File: config.mk
export PLATFORM = sky130hd
export DESIGN_NAME = semafor_mon
export DESIGN_NICKNAME = d
export VERILOG_FILES = /design/src/rtl/semafor_pkg.sv /design/src/rtl/dwell_counter.sv /design/src/rtl/semafor_mon.sv
export SDC_FILE = /design/constraint.sdc
export NUM_CORES = 1
export LEC_CHECK = 0
export BUFFER_PORTS_ARGS = -buffer_cell sky130_fd_sc_hd__buf_2
export CAP_MARGIN = 15
export CORE_UTILIZATION = 50
export DETAILED_ROUTE_END_ITERATION = 10
export PLACE_DENSITY = 0.69
export SETUP_SLACK_MARGIN = 0.3
export SYNTH_ARGS = -nofsm -noshare
export SYNTH_HDL_FRONTEND = slang
export SYNTH_SLANG_ARGS = --single-unit
export TNS_END_PERCENT = 100
File: constraint.sdc
create_clock -name clk -period 7.7 [get_ports clk]
set_input_delay 1.54 -clock clk [delete_from_list [all_inputs] [get_ports clk]]
set_output_delay 1.54 -clock clk [all_outputs]
set_load 0.05 [all_outputs]
File: src/rtl/semafor_pkg.sv
// semafor_pkg: light codes, FSM state / phase encoding and code decoder shared by
// the traffic-light monitor and the controller testbenches.
package semafor_pkg;

  localparam logic [2:0] CodeRed    = 3'b100;
  localparam logic [2:0] CodeYellow = 3'b010;
  localparam logic [2:0] CodeGreen  = 3'b001;

  // FSM state; the same encoding is driven out as the phase code.
  typedef logic [1:0] state_t;
  localparam state_t StUnk    = 2'd0;
  localparam state_t StGreen  = 2'd1;
  localparam state_t StRed    = 2'd2;
  localparam state_t StYellow = 2'd3;

  // Any code that is not exactly one light maps to StUnk.
  function automatic state_t code_to_state(input logic [2:0] code);
    state_t st;
    case (code)
      CodeRed:    st = StRed;
      CodeYellow: st = StYellow;
      CodeGreen:  st = StGreen;
      default:    st = StUnk;
    endcase
    return st;
  endfunction

endpackage

File: src/rtl/dwell_counter.sv
// dwell_counter: CW-bit saturating cycle counter with synchronous restart.
//   clk_i     : clock, rising edge
//   clr_i     : synchronous active-high clear (count -> 0)
//   restart_i : load 1 instead of incrementing
//   count_o   : current count
//   sat_o     : count is at its maximum value
module dwell_counter #(
  parameter int unsigned CW = 16
) (
  input  logic          clk_i,
  input  logic          clr_i,
  input  logic          restart_i,
  output logic [CW-1:0] count_o,
  output logic          sat_o
);

  logic [CW-1:0] cnt_q, cnt_d;

  always_comb begin
    cnt_d = cnt_q;
    if (restart_i) begin
      cnt_d = CW'(1);
    end else if (cnt_q != '1) begin
      cnt_d = cnt_q + CW'(1);
    end
  end

  always_ff @(posedge clk_i) begin
    if (clr_i) begin
      cnt_q <= '0;
    end else begin
      cnt_q <= cnt_d;
    end
  end

  assign count_o = cnt_q;
  assign sat_o   = (cnt_q == '1);

endmodule

File: src/rtl/semafor_mon.sv
// semafor_mon: passive checker/decoder for the traffic-light controller outputs.
//   clk, clr              : clock and synchronous active-high reset
//   train, divider        : controller inputs, observed only
//   red, yellow, green    : controller light outputs
//   phase                 : decoded phase (0 unk, 1 green, 2 red, 3 yellow)
//   dwell, dwell_valid    : length of the phase just ended, one-cycle update strobe
//   seq_err, dur_err      : sticky sequence / duration error flags
//   cycles_done           : completed green-red-yellow-green cycles, wrapping
module semafor_mon
  import semafor_pkg::*;
#(
  parameter int unsigned CW       = 16,
  parameter int unsigned RED_BASE = 8,
  parameter int unsigned YEL_BASE = 4,
  parameter int unsigned TOL      = 1,
  parameter int unsigned RESP_MAX = 16
) (
  input  logic          clk,
  input  logic          clr,
  input  logic          train,
  input  logic [1:0]    divider,
  input  logic          red,
  input  logic          yellow,
  input  logic          green,
  output logic [1:0]    phase,
  output logic [CW-1:0] dwell,
  output logic          dwell_valid,
  output logic          seq_err,
  output logic          dur_err,
  output logic [7:0]    cycles_done
);

  // Wide enough to hold RESP_MAX + 1, where the timeout counter parks.
  localparam int unsigned TW = $clog2(RESP_MAX + 2);

  // Input sampling stage
  logic [2:0] code_s;
  logic       train_s;
  logic [1:0] div_s;

  always_ff @(posedge clk) begin
    if (clr) begin
      code_s  <= '0;
      train_s <= 1'b0;
      div_s   <= '0;
    end else begin
      code_s  <= {red, yellow, green};
      train_s <= train;
      div_s   <= divider;
    end
  end

  // Monitor state
  logic [2:0]    last_code_q;
  logic          last_train_q;
  state_t        state_q, state_d;
  logic          pend_q, pend_d;
  logic [TW-1:0] held_q, held_d;
  logic [CW-1:0] exp_red_q, exp_red_d, exp_yel_q, exp_yel_d;
  logic [CW-1:0] dwell_q, dwell_d;
  logic          valid_q, valid_d;
  logic          seq_q, seq_d;
  logic          dur_q, dur_d;
  logic [7:0]    cyc_q, cyc_d;

  logic          change, train_rise, legal, enter_red;
  state_t        new_state;
  logic [CW-1:0] cnt;
  logic          cnt_sat;

  assign change     = (code_s != last_code_q);
  assign train_rise = train_s & ~last_train_q;
  assign new_state  = code_to_state(code_s);

  // The count seen on a change edge is the final length of the phase being left.
  dwell_counter #(
    .CW(CW)
  ) u_dwell_counter (
    .clk_i    (clk),
    .clr_i    (clr),
    .restart_i(change),
    .count_o  (cnt),
    .sat_o    (cnt_sat)
  );

  function automatic logic out_of_tol(input logic [CW-1:0] meas, input logic sat,
                                      input logic [CW-1:0] expv);
    logic [CW-1:0] diff;
    diff = (meas >= expv) ? (meas - expv) : (expv - meas);
    return sat || (diff > CW'(TOL));
  endfunction

  always_comb begin
    state_d   = state_q;
    pend_d    = pend_q;
    held_d    = held_q;
    exp_red_d = exp_red_q;
    exp_yel_d = exp_yel_q;
    dwell_d   = dwell_q;
    valid_d   = 1'b0;
    seq_d     = seq_q;
    dur_d     = dur_q;
    cyc_d     = cyc_q;
    legal     = 1'b0;
    enter_red = 1'b0;

    if (state_q == StUnk) begin
      // Silent until the first green; that green is not reported as a dwell.
      if (code_s == CodeGreen) state_d = StGreen;
    end else if (change) begin
      state_d = new_state;
      dwell_d = cnt;
      valid_d = 1'b1;
      legal   = (state_q == StGreen  && code_s == CodeRed && pend_q) ||
                (state_q == StRed    && code_s == CodeYellow)         ||
                (state_q == StYellow && code_s == CodeGreen);
      if (!legal) seq_d = 1'b1;
      if (state_q == StYellow && code_s == CodeGreen) cyc_d = cyc_q + 8'd1;
      if (state_q == StRed && out_of_tol(cnt, cnt_sat, exp_red_q)) dur_d = 1'b1;
      if (state_q == StYellow && out_of_tol(cnt, cnt_sat, exp_yel_q)) dur_d = 1'b1;
    end

    // Expectations for the whole cycle are frozen at red entry.
    enter_red = (state_d == StRed) && (state_q != StRed);
    if (enter_red) begin
      exp_red_d = CW'(RED_BASE) << div_s;
      exp_yel_d = CW'(YEL_BASE) << div_s;
    end

    // Train edge is judged against the state after this cycle's code change.
    if (enter_red || state_d == StUnk) begin
      pend_d = 1'b0;
    end else if (state_d == StGreen && train_rise) begin
      pend_d = 1'b1;
    end

    // A timeout coinciding with the clearing of train_pend is not an error.
    if (!pend_d) begin
      held_d = '0;
    end else if (pend_q) begin
      if (held_q == TW'(RESP_MAX)) seq_d = 1'b1;
      if (held_q <= TW'(RESP_MAX)) held_d = held_q + TW'(1);
    end
  end

  always_ff @(posedge clk) begin
    if (clr) begin
      last_code_q  <= '0;
      last_train_q <= 1'b0;
      state_q      <= StUnk;
      pend_q       <= 1'b0;
      held_q       <= '0;
      exp_red_q    <= CW'(RED_BASE);
      exp_yel_q    <= CW'(YEL_BASE);
      dwell_q      <= '0;
      valid_q      <= 1'b0;
      seq_q        <= 1'b0;
      dur_q        <= 1'b0;
      cyc_q        <= '0;
    end else begin
      last_code_q  <= code_s;
      last_train_q <= train_s;
      state_q      <= state_d;
      pend_q       <= pend_d;
      held_q       <= held_d;
      exp_red_q    <= exp_red_d;
      exp_yel_q    <= exp_yel_d;
      dwell_q      <= dwell_d;
      valid_q      <= valid_d;
      seq_q        <= seq_d;
      dur_q        <= dur_d;
      cyc_q        <= cyc_d;
    end
  end

  assign phase       = state_q;
  assign dwell       = dwell_q;
  assign dwell_valid = valid_q;
  assign seq_err     = seq_q;
  assign dur_err     = dur_q;
  assign cycles_done = cyc_q;

endmodule

==> impl_metrics.tcl <==
set metrics [dict create \
    status "completed" \
    switching_share 0.248 \
    htreeDepth 3 \
    leakage_nw 1.58 \
    hold_violations 0 \
    switchingPower_mw 0.176 \
    synth_xor_area_frac 0.0609 \
    synth_area_sq_um 3600 \
    cp_max_fo 11 \
    irDropWorstVdd_v 0.000136 \
    dpl_cell_area_sq_um 3800 \
    drcViolationCount 0 \
    hold_end "dwell[6]$_SDFFE_PP0P_" \
    synth-simple-area-share 0.261 \
    synth_top_family_by_area "simple AND/OR/NAND/NOR gates" \
    worst_pin_slew_ps 1100 \
    final_common_cell "dfxtp_1" \
    synthMuxAreaShare 0.0250 \
    place_congestion 0.910 \
    period_share 0.408 \
    p_int_mw 0.535 \
    critPathLaunchType "register" \
    start_util 0.524 \
    max_cap_viol_count 0 \
    syn_avg_cell_area_sq_um 7.92 \
    layout_common_cells "dfxtp_1 (65), nand2_1 (55), nor2_1 (50)" \
    crit_arrival_ps 3330 \
    row_count 30 \
    power.density_nw_per_um2 178 \
    slew_headroom 0.265 \
    reg2reg_slack_ps 4560 \
    drt_iter0_markers 158 \
    synth_seq_cells 65 \
    num_vias 3213 \
    core_sq_um 6870 \
    r2r-end "dur_err$_SDFFE_PP0P_" \
    endpoint_kind "register" \
    yosys_warnings 0 \
    grt_max_degree 46 \
    cts_buffers 9 \
    dp.final_hpwl_mm 5.92 \
    cts.repair.resized 0 \
    r2r_cells 9 \
    power.share.sequential 0.489 \
    seq_area_frac_synth 0.362 \
    min_path_cells 2 \
    io_pins 37 \
    finalSetupViolations 0 \
    synthAdderAreaFrac 0.0730 \
    cts_tree "yes" \
    fmax_ghz 0.319 \
    synth_ff_type "dfxtp_1" \
    area_growth_pct 11.2 \
    worstPathRequired_ps 7900 \
    final_layout_size_suffix_gt1_frac 0.120 \
    die_x_um 86.8 \
    global_route.overflow_total 0 \
    p_comb_frac 0.104 \
    cts.clk_slew.worst_paths_ps 70 \
    synth_compound_area_frac 0.162 \
    finalSetupTns_ps 0 \
    synthDistinctLibCells 51 \
    hp-class "register to register" \
    synthArstFlopShare 0 \
    finalCriticalPeriod_ps 3140 \
    finalClockSkew_ps 9.93 \
    globalRouteTotalUtil 0.224 \
    clock_sinks 65 \
    synth_edf_count 0 \
    nets 510 \
    fp.dieH_um 86.8 \
    finalWirelength_mm 8.08 \
    cts-root-buf "clkbuf_8" \
    die_area_sq_um 7540 \
    cts_setup_buffers 0 \
    drv_slew 0 \
    final_area_sq_um 4000 \
    clk_latency_ps 340 \
    synthesis.nets 483 \
    grt_pass1_vias 2856 \
    netlist_instances 454 \
    firstDrtPassIters 5 \
    crit_type "register to register" \
    worstReg2RegStart "u_dwell_counter.count_o[2]$_SDFFE_PP0P_" \
    rsz0062_at_grt "false" \
    antenna_found_initial 0 \
    hold_start "dwell[6]$_SDFFE_PP0P_" \
    wl_per_cell_um 13.9 \
    num_antenna_cells 0 \
    grt_pass1_wl_mm 13.2 \
    via_per_inst 5.53 \
    numPortBuffers 36 \
    cts_buffer_depth 2 \
    finalPower_mw 0.711 \
    ant_nets 0 \
    power_frac_clock 0.407 \
    nFillCells 640 \
    holdBufCountCts 0 \
]
[cell type report]
cell class | instances | area, sq um | share of cell area
Clock buffer | 12 | 155 | 0.0388
Clock inverter | 3 | 40.0 | 0.0100
Inverter | 26 | 97.6 | 0.0244
Multi-Input combinational cell | 341 | 2090 | 0.523
Sequential cell | 65 | 1300 | 0.325
Tap cell | 96 | 120 | 0.0300
Timing Repair Buffer | 38 | 193 | 0.0482
[cells in the mapped netlist (4+ instances only)]
library cell / number / area, sq um
o211ai_1: 4 / 30.0
nand4_1: 6 / 37.5
inv_1: 26 / 97.6
nor2b_1: 21 / 131
dfxtp_1: 65 / 1300
a21oi_1: 44 / 220
or3_1: 11 / 68.8
clkbuf_1: 17 / 63.8
nand3_1: 12 / 60.1
a211oi_1: 6 / 45.0
nand2b_1: 7 / 43.8
xnor2_1: 12 / 105
mux2i_1: 9 / 90.1
nor2_1: 50 / 188
nand2_1: 55 / 206
nor3_1: 13 / 65.1
a31oi_1: 5 / 31.3
xor2_1: 13 / 114
o21ai_0: 10 / 50.1
ha_1: 21 / 263
[critical path, cell delays in order (launching register included)]
cell	delay, ps
dfxtp_1	540
ha_1	410
o21ai_0	370
a211oi_1	210
or3_1	550
o211a_1	270
a31oi_1	150
nand4b_1	120
o31ai_1	250
a31oi_1	120
[cells by family after synthesis]
| kind of cell | count (synthesis) |
|---|---|
| AO/OA/AOI/OAI | 94 |
| XOR/XNOR | 25 |
| adder cells (fa/ha/maj) | 21 |
| buffers and inverters | 48 |
| flip-flops | 65 |
| multiplexers | 9 |
| AND/OR/NAND/NOR | 192 |
[metal layers]
metal	global-route usage	wire, um	part of all wire
met1	0.279	3720	0.46
met2	0.374	3880	0.48
met3	0.0533	322	0.040
met4	0.0864	161	0.020
met5	0	0	0
[flip-flops by register name, indices dropped and copies added (netlist names), 2 cells and up]
register,flops
div_s,2
last_code_q,3
phase,2
dwell,16
u_dwell_counter.count_o,16
cycles_done,8
code_s,3
exp_red_q,4
held_q,5
[power groups by stage]
| stage | clock network, mW | logic [mW] | registers, mW |
|---|---|---|---|
| 3_5_place_dp | 0 | 0.0731 | 0.355 |
| 5_1_grt | 0.309 | 0.0820 | 0.349 |
| 6_report | 0.289 | 0.0739 | 0.348 |
| 2_1_floorplan | 0 | 0.0565 | 0.357 |
| 3_3_place_gp | 0 | 0.0725 | 0.355 |
| 4_1_cts | 0.294 | 0.0734 | 0.348 |
[through the flow]
step           cells  setup slack, ps  hold slack (ps)   util
3_5_place_dp     565             4570              446  0.553
6_report         581             4560              451  0.583
4_1_cts          580             4570              455  0.582
3_3_place_gp     565             4630              443  0.553
2_1_floorplan    454             5010              439      -
5_1_grt          581             4370              480  0.583
[worst max-delay path by stage]
| stage | start | to | slack [ps] | cells past startpoint |
|---|---|---|---|---|
| floorplan | u_dwell_counter.count_o[0]$_SDFFE_PP0P_ | dur_err$_SDFFE_PP0P_ | 5010 | 12 |
| global placement | u_dwell_counter.count_o[2]$_SDFFE_PP0P_ | dur_err$_SDFFE_PP0P_ | 4630 | 9 |
| detailed placement | u_dwell_counter.count_o[2]$_SDFFE_PP0P_ | dur_err$_SDFFE_PP0P_ | 4570 | 9 |
| CTS | u_dwell_counter.count_o[2]$_SDFFE_PP0P_ | dur_err$_SDFFE_PP0P_ | 4570 | 9 |
| global route | u_dwell_counter.count_o[2]$_SDFFE_PP0P_ | dur_err$_SDFFE_PP0P_ | 4370 | 9 |
| finish | u_dwell_counter.count_o[2]$_SDFFE_PP0P_ | dur_err$_SDFFE_PP0P_ | 4560 | 9 |
No activity file was read; power rests on OpenSTA's default activity.
